### config.mk
export PLATFORM = sky130hd
export DESIGN_NAME = ram_arbiter_flat
export DESIGN_NICKNAME = d
export VERILOG_FILES = /design/src/rtl/pkg_ram.sv /design/src/rtl/ram_arbiter_if.sv /design/src/rtl/ram_arbiter.sv /design/src/flat_wrapper.sv
export SDC_FILE = /design/constraint.sdc
export NUM_CORES = 1
export LEC_CHECK = 0
export ABC_AREA = 1
export CAP_MARGIN = 20
export CORE_AREA = 2 2 178 180
export CTS_CLUSTER_DIAMETER = 100
export DETAILED_ROUTE_END_ITERATION = 8
export DIE_AREA = 0 0 180 182
export PLACE_DENSITY = 0.54
export SLEW_MARGIN = 20
export SYNTH_ARGS = -nofsm -noshare
export SYNTH_HDL_FRONTEND = slang
export SYNTH_SLANG_ARGS = --single-unit
### constraint.sdc
create_clock -name clk -period 1.6 [get_ports clk]
set_input_delay 0.24 -clock clk [delete_from_list [all_inputs] [get_ports clk]]
set_output_delay 0.24 -clock clk [all_outputs]
set_load 0.02 [all_outputs]
### src/rtl/pkg_ram.sv
// Shared RAM command encodings used by the arbiter and its requesters.
package pkg_ram;

  localparam int RAM_ADDRW = 16;

  localparam logic [1:0] RAM_NOP   = 2'd0;
  localparam logic [1:0] RAM_LOAD  = 2'd1;
  localparam logic [1:0] RAM_STORE = 2'd2;

  localparam logic [1:0] RAM_BYTE  = 2'd0;
  localparam logic [1:0] RAM_HALF  = 2'd1;
  localparam logic [1:0] RAM_WORD  = 2'd2;
  localparam logic [1:0] RAM_DWORD = 2'd3;

endpackage

### src/rtl/ram_arbiter_if.sv
// Bus between the two requesters, the arbiter and the RAM.
//   boot_done            : port 1 may be granted once boot is over
//   req/op/type/addr/wdata: per-port request (0 = loader, 1 = CPU)
//   gnt                  : combinational accept, per port
//   rvalid/rdata         : per-port load return
//   ram_*                : registered RAM command, ram_rdata returned by the RAM
// Modport slave is the arbiter view; master is the requester/RAM side.
interface ram_arbiter_if #(
  parameter int ADDRW = pkg_ram::RAM_ADDRW,
  parameter int DATAW = 64
);
  logic             boot_done;
  logic             req0, req1;
  logic [1:0]       op0, op1;
  logic [1:0]       type0, type1;
  logic [ADDRW-1:0] addr0, addr1;
  logic [DATAW-1:0] wdata0, wdata1;
  logic             gnt0, gnt1;
  logic             rvalid0, rvalid1;
  logic [DATAW-1:0] rdata0, rdata1;
  logic [1:0]       ram_op, ram_type;
  logic [ADDRW-1:0] ram_addr;
  logic [DATAW-1:0] ram_wdata;
  logic [DATAW-1:0] ram_rdata;

  modport slave (
    input  boot_done, req0, req1, op0, op1, type0, type1,
           addr0, addr1, wdata0, wdata1, ram_rdata,
    output gnt0, gnt1, rvalid0, rvalid1, rdata0, rdata1,
           ram_op, ram_type, ram_addr, ram_wdata
  );

  modport master (
    output boot_done, req0, req1, op0, op1, type0, type1,
           addr0, addr1, wdata0, wdata1, ram_rdata,
    input  gnt0, gnt1, rvalid0, rvalid1, rdata0, rdata1,
           ram_op, ram_type, ram_addr, ram_wdata
  );
endinterface

### src/rtl/ram_arbiter.sv
// Two-port round-robin arbiter in front of a single RAM with fixed load
// latency LAT (1..4). Port 1 (CPU) is only eligible once boot_done is high.
// Ports:
//   clk  : clock, all state on rising edge
//   rst  : asynchronous, active-low reset
//   bus  : ram_arbiter_if.slave (requests, grants, load returns, RAM command)
module ram_arbiter #(
  parameter int ADDRW = pkg_ram::RAM_ADDRW,
  parameter int DATAW = 64,
  parameter int LAT   = 1
) (
  input logic            clk,
  input logic            rst,
  ram_arbiter_if.slave   bus
);
  import pkg_ram::*;

  logic             elig0, elig1;
  logic             last_gnt;       // 1 = port 1 granted most recently
  logic             cmd_port;       // port owning the command on ram_*
  logic [LAT-1:0]   tag_v;          // in-flight load valid, per latency stage
  logic [LAT-1:0]   tag_p;          // in-flight load owner, per latency stage
  logic [1:0]       sel_op, sel_type;
  logic [ADDRW-1:0] sel_addr;
  logic [DATAW-1:0] sel_wdata;

  assign elig0 = bus.req0 && (bus.op0 != RAM_NOP);
  assign elig1 = bus.req1 && (bus.op1 != RAM_NOP) && bus.boot_done;

  // Grants are combinational; qualifying with rst keeps them low throughout
  // reset rather than only after the first edge.
  assign bus.gnt0 = rst && elig0 && (!elig1 || last_gnt);
  assign bus.gnt1 = rst && elig1 && !bus.gnt0;

  // NOTE: every signal assigned in always_comb gets a default first so no
  // path leaves it unassigned, which would infer a latch.
  always_comb begin
    sel_op    = bus.op0;
    sel_type  = bus.type0;
    sel_addr  = bus.addr0;
    sel_wdata = bus.wdata0;
    if (bus.gnt1) begin
      sel_op    = bus.op1;
      sel_type  = bus.type1;
      sel_addr  = bus.addr1;
      sel_wdata = bus.wdata1;
    end
  end

  // NOTE: sequential state uses non-blocking assignments so every register
  // samples pre-edge values regardless of statement order.
  always_ff @(posedge clk or negedge rst) begin
    if (!rst) begin
      last_gnt      <= 1'b1;
      cmd_port      <= 1'b0;
      bus.ram_op    <= RAM_NOP;
      bus.ram_type  <= RAM_BYTE;
      bus.ram_addr  <= '0;
      bus.ram_wdata <= '0;
    end else if (bus.gnt0 || bus.gnt1) begin
      last_gnt      <= bus.gnt1;
      cmd_port      <= bus.gnt1;
      bus.ram_op    <= sel_op;
      bus.ram_type  <= sel_type;
      bus.ram_addr  <= sel_addr;
      bus.ram_wdata <= sel_wdata;
    end else begin
      // Idle cycle: issue a NOP, leave the other command fields untouched.
      bus.ram_op    <= RAM_NOP;
    end
  end

  // Tag pipeline fed from the issued command: stage 0 is loaded at the end of
  // the command cycle, so stage LAT-1 lines up with the RAM's returned data.
  // NOTE: the tag valid bits are reset so a reset mid-load drops every load
  // in flight; the owner bits are reset too only to keep outputs defined.
  always_ff @(posedge clk or negedge rst) begin
    if (!rst) begin
      tag_v <= '0;
      tag_p <= '0;
    end else begin
      tag_v[0] <= (bus.ram_op == RAM_LOAD);
      tag_p[0] <= cmd_port;
      for (int i = 1; i < LAT; i++) begin
        tag_v[i] <= tag_v[i-1];
        tag_p[i] <= tag_p[i-1];
      end
    end
  end

  // Only one tag leaves the pipeline per cycle, so the rvalids are exclusive.
  assign bus.rvalid0 = tag_v[LAT-1] && !tag_p[LAT-1];
  assign bus.rvalid1 = tag_v[LAT-1] &&  tag_p[LAT-1];
  assign bus.rdata0  = bus.rvalid0 ? bus.ram_rdata : '0;
  assign bus.rdata1  = bus.rvalid1 ? bus.ram_rdata : '0;

endmodule

### src/flat_wrapper.sv
// flat-port wrapper written by rule: the top's interface ports become plain ports
module ram_arbiter_flat import pkg_ram::*;
#(
  parameter int ADDRW = pkg_ram::RAM_ADDRW,
  parameter int DATAW = 64,
  parameter int LAT   = 1
)
  (clk, rst, bus_boot_done, bus_req0, bus_req1, bus_op0, bus_op1, bus_type0, bus_type1, bus_addr0, bus_addr1, bus_wdata0, bus_wdata1, bus_ram_rdata, bus_gnt0, bus_gnt1, bus_rvalid0, bus_rvalid1, bus_rdata0, bus_rdata1, bus_ram_op, bus_ram_type, bus_ram_addr, bus_ram_wdata);
  ram_arbiter_if #(.ADDRW(ADDRW), .DATAW(DATAW)) bus_i ();
  input logic clk;
  input logic rst;
  input wire logic [$bits(bus_i.boot_done)-1:0] bus_boot_done;
  input wire logic [$bits(bus_i.req0)-1:0] bus_req0;
  input wire logic [$bits(bus_i.req1)-1:0] bus_req1;
  input wire logic [$bits(bus_i.op0)-1:0] bus_op0;
  input wire logic [$bits(bus_i.op1)-1:0] bus_op1;
  input wire logic [$bits(bus_i.type0)-1:0] bus_type0;
  input wire logic [$bits(bus_i.type1)-1:0] bus_type1;
  input wire logic [$bits(bus_i.addr0)-1:0] bus_addr0;
  input wire logic [$bits(bus_i.addr1)-1:0] bus_addr1;
  input wire logic [$bits(bus_i.wdata0)-1:0] bus_wdata0;
  input wire logic [$bits(bus_i.wdata1)-1:0] bus_wdata1;
  input wire logic [$bits(bus_i.ram_rdata)-1:0] bus_ram_rdata;
  output wire logic [$bits(bus_i.gnt0)-1:0] bus_gnt0;
  output wire logic [$bits(bus_i.gnt1)-1:0] bus_gnt1;
  output wire logic [$bits(bus_i.rvalid0)-1:0] bus_rvalid0;
  output wire logic [$bits(bus_i.rvalid1)-1:0] bus_rvalid1;
  output wire logic [$bits(bus_i.rdata0)-1:0] bus_rdata0;
  output wire logic [$bits(bus_i.rdata1)-1:0] bus_rdata1;
  output wire logic [$bits(bus_i.ram_op)-1:0] bus_ram_op;
  output wire logic [$bits(bus_i.ram_type)-1:0] bus_ram_type;
  output wire logic [$bits(bus_i.ram_addr)-1:0] bus_ram_addr;
  output wire logic [$bits(bus_i.ram_wdata)-1:0] bus_ram_wdata;
  assign bus_i.boot_done = bus_boot_done;
  assign bus_i.req0 = bus_req0;
  assign bus_i.req1 = bus_req1;
  assign bus_i.op0 = bus_op0;
  assign bus_i.op1 = bus_op1;
  assign bus_i.type0 = bus_type0;
  assign bus_i.type1 = bus_type1;
  assign bus_i.addr0 = bus_addr0;
  assign bus_i.addr1 = bus_addr1;
  assign bus_i.wdata0 = bus_wdata0;
  assign bus_i.wdata1 = bus_wdata1;
  assign bus_i.ram_rdata = bus_ram_rdata;
  assign bus_gnt0 = bus_i.gnt0;
  assign bus_gnt1 = bus_i.gnt1;
  assign bus_rvalid0 = bus_i.rvalid0;
  assign bus_rvalid1 = bus_i.rvalid1;
  assign bus_rdata0 = bus_i.rdata0;
  assign bus_rdata1 = bus_i.rdata1;
  assign bus_ram_op = bus_i.ram_op;
  assign bus_ram_type = bus_i.ram_type;
  assign bus_ram_addr = bus_i.ram_addr;
  assign bus_ram_wdata = bus_i.ram_wdata;
  ram_arbiter #(.ADDRW(ADDRW), .DATAW(DATAW), .LAT(LAT)) u_core (.clk(clk), .rst(rst), .bus(bus_i));
endmodule
== Yosys cells after proc, flatten, opt, wreduce, memory -nomap -nowiden ==
Index checks and enable logic that the tools add are counted.
Word-level totals
  register bits: 88
  logic and storage cells: 32
Cells by class
  equal/unequal tests: 1
  multiplexer cells: 7
  reduce and logical (&&, ||, !) cells: 16
Operators by type and width (number)
  64-bit 2-to-1 mux: 3
  16-bit 2-to-1 mux: 1
  1-bit logical AND: 9
  2-bit 2-to-1 mux: 3
  2-bit nonzero test: 2
  1-bit zero test: 3
  2-bit by 1-bit == test with 1-bit output (second input constant): 1
  1-bit logical OR: 2

== Logic depth before layout (Yosys ltp) ==
  depth in word-level cells: 10
  gate-level depth with buffers: 9

== Worst setup path before layout ==
No wires, ideal clock.
  path type: register to output
  start: register u_core.tag_p
  end: output port bus_rdata0[10]
  data arrival time: 1.379 ns
  required time: 1.360 ns
  setup slack: -0.019 ns
  cell stages (with the launch flop): 5
  cells stage by stage: dfrtp_1 nor2_1 inv_2 clkbuf_1 nor2_1
Between the ends
  longest elaborated chain between the ends: 3
RTL lines
  from (decl): RTL line ram_arbiter.sv:22  | logic [LAT-1:0] tag_p;
  from (signal, indexed assignment): RTL line ram_arbiter.sv:86  | tag_p[i] <= tag_p[i-1];
  1-bit zero test: RTL line ram_arbiter.sv:92  | assign bus.rvalid0 = tag_v[LAT-1] && !tag_p[LAT-1];
  1-bit logical AND: RTL line ram_arbiter.sv:92
  net bus_rvalid0: RTL line flat_wrapper.sv:26  | output wire logic [$bits(bus_i.rvalid0)-1:0] bus_rvalid0;
  64-bit 2-to-1 mux: RTL line ram_arbiter.sv:94  | assign bus.rdata0 = bus.rvalid0 ? bus.ram_rdata : '0;
  to (decl): RTL line flat_wrapper.sv:28  | output wire logic [$bits(bus_i.rdata0)-1:0] bus_rdata0;
The timed path passes the listed nets, and every way through them passes these cells.

== Final worst setup path ==
  start: register u_core.tag_p
  end: output port bus_rdata1[28]
Between the ends
  longest elaborated chain between the ends: 2
RTL lines
  1-bit logical AND: RTL line ram_arbiter.sv:93  | assign bus.rvalid1 = tag_v[LAT-1] && tag_p[LAT-1];
  64-bit 2-to-1 mux: RTL line ram_arbiter.sv:95  | assign bus.rdata1 = bus.rvalid1 ? bus.ram_rdata : '0;
  to (decl): RTL line flat_wrapper.sv:29  | output wire logic [$bits(bus_i.rdata1)-1:0] bus_rdata1;
Every way passes these cells.

==> results.cfg <==
[clock_network]
clk_latency_ps = 350
cts_tree = yes
clk_pin_slew_ps = 60
htree_levels = 3
clkSinkCount = 88
numCtsBuffers = 9
clockBufferDepth = 2
cts_root_buffer = clkbuf_16

[layout]
finish.utilization_pct = 39.7
postLayoutCellArea_um2 = 12300
areaGrowthSynthToFinish_pct = 150
most-common-layout-cells = nand3_1, clkdlybuf4s50_1, buf_6
final_layout_size_suffix_gt1_share_pct = 31.3
n_antenna_cell = 0
final_nets = 1438

[setup_path]
worstSetupStartpointType = flip-flop
required_ps = 1360
path_cells = buf_6 > nand2_8 > buf_16 > buf_8 > buf_6 > nor2_4 > buf_6
worst_path_max_delay_cell = dfrtp_1
crit_top_cell = buf_6
critPathKind = flip-flop to primary output
cp.arrival_ps = 1540
cp_top_family = buffers and inverters
max_stage_delay_ps = 400
end_kind = primary output
cp_max_fo = 4
crit_buf_inv = 5

[power]
powerDensity_nw_per_um2 = 689
max-vdd-ir-drop_mv = 0.355
leakage_nw = 5.95

[run_status]
violations = setup timing
status = finished, violations left

[grt]
grt_pass1_wl_mm = 42.8
antenna_found_initial = 0
overflow = 0
grt_max_degree = 89
grt_pass1_vias = 6816
track_usage_pct = 17.3

[sta]
rsz0062_at_grt = yes
setup_viol = 126
slew_headroom_pct = 65.0
hold_viol = 0
min_period_ps = 1780
fin_ws_ps = -182
worstMarginPinSlew_ps = 525
fin_skew_ps = 4.77
fin_crit_sh_pct = 111
slew_viol_final = 0
fmax_mhz = 561

[detailed_routing]
wire_per_inst_um = 19.2
drtIter0Drc = 294
wl_met1_mm = 11.4
ant_nets = 0
num_vias = 6813
drc = 0
vias_per_cell = 4.24
route.met3.wl_mm = 1.81
routed.top_layer = met4
finalWirelength_mm = 30.9
wl_met2_mm = 16.2
first_pass_iters = 4

[floorplan]
start_util_pct = 15.9
dieArea_um2 = 32800
rows = 65
coreArea_um2 = 31000
fp.dieH_um = 182
die_w_um = 180
ios = 453

[synthesis]
synthCells = 696
synth_seq_cells = 88
syn_nets = 933
ys_seq_area_share_pct = 44.8
synthDistinctLibCells = 18
syn_area_um2 = 4920
yosysWarnings = 0
post_synth.cell_area_avg_um2 = 7.07

[min_path]
min_path_type = input pin to async pin

[place]
gp_congestion = 0.856
place_ws_ps = -599
portBuffers = 452
dpl.hpwl_mm = 22.3
placed_area_um2 = 10500

[flow_run]
drv_cap = 0
-- Yosys cell counts, drive strengths merged --
cell type | number | area [um2]
a21oi | 2 | 21.3
buf | 41 | 245
clkbuf | 17 | 63.8
clkinv | 1 | 3.75
dfrtp | 87 | 2180
dfstp | 1 | 26.3
inv | 73 | 274
nand2 | 90 | 343
nand3 | 248 | 1240
nor2 | 133 | 507
o21a | 1 | 7.51
o21ai | 2 | 10.0
-- flip-flops by register name, indices dropped and copies added (netlist names) --
name                  cells
u_core.bus.ram_wdata     64
u_core.bus.ram_addr      16
u_core.bus.ram_op         2
u_core.bus.ram_type       2
u_core.cmd_port           1
u_core.last_gnt           1
u_core.tag_p              1
u_core.tag_v              1
-- per-stage QoR --
stage          cells  setup TNS (ps)  total power [W]  hold slack (ps)
2_1_floorplan    696               0          0.00408            -55.6
3_3_place_gp    1570          -49250          0.00609              365
5_1_grt         1608          -22480          0.00890             98.3
6_report        1608          -14480          0.00847             63.8
3_5_place_dp    1570          -52720          0.00611              373
4_1_cts         1600          -14950          0.00843             78.9
-- worst paths after layout --
| path | from | endpoint | slack [ps] | cells after the start |
|---|---|---|---|---|
| max in group asynchronous | rst | u_core.bus.ram_addr[8]$_DFFE_PN0P_ | 1120 | 3 |
| min in group clk | bus_op1[0] | u_core.bus.ram_op[0]$_DFF_PN0_ | 380 | 3 |
| min reg2reg | u_core.cmd_port$_DFFE_PN0P_ | u_core.tag_p$_DFF_PN0_ | 380 | 0 |
| max | u_core.tag_p$_DFF_PN0_ | bus_rdata1[28] | -180 | 7 |
| max reg2reg | u_core.last_gnt$_DFFE_PN1P_ | u_core.bus.ram_addr[15]$_DFFE_PN0P_ | 110 | 6 |
| min | rst | u_core.bus.ram_wdata[45]$_DFFE_PN0P_ | 60 | 3 |
-- per-layer routing --
layer | vias up | global-route usage, %
met5 | - | 0
met2 | 294 | 30.3
li1 | 3246 | -
met1 | 3222 | 18.9
met3 | 51 | 4.03
met4 | 0 | 10.4
-- where the power goes --
part           leakage, nW  switching (W)  total (W)  internal, W
logic                 4.70        0.00174    0.00345      0.00172
clock network        0.152       0.000954    0.00220      0.00125
registers             1.10       0.000216    0.00282      0.00260
total                 5.95        0.00291    0.00847      0.00556
-- cell families (layout without fill, tap and decap cells) --
kind of cell	Yosys count	in the layout	share of synthesized area [%]
compound gates	5	5	0.788
buf+inv	132	642	11.9
flops	88	88	44.8
simple gates	471	471	42.5
-- layout make-up --
class                   instances  area (um2)
inverters                      74         290
repair inverters                1        11.3
clock buffers                  10         239
well taps                     402         503
repair buffers                551        6030
fillers                      3047       18700
multi-input cells             476        2960
clock inverters                 6        58.8
flip-flops and latches         88        2200
-- worst reg2reg max path, cell delays in order, from the launching register on --
cell	delay (ps)
dfstp_2	530
inv_2	50
a21oi_4	210
buf_4	240
clkbuf_16	240
nand2_1	80
nand3_1	80
-- timing repair --
item,CTS,global route
endpoints found under the setup margin,163,204
pin swaps,7,10
gates resized for setup,741,243
setup buffers,10,1
hold endpoints to repair,0,0
hold buffers,0,0
cloned,4,7
Power figures use the tool's default switching activity.
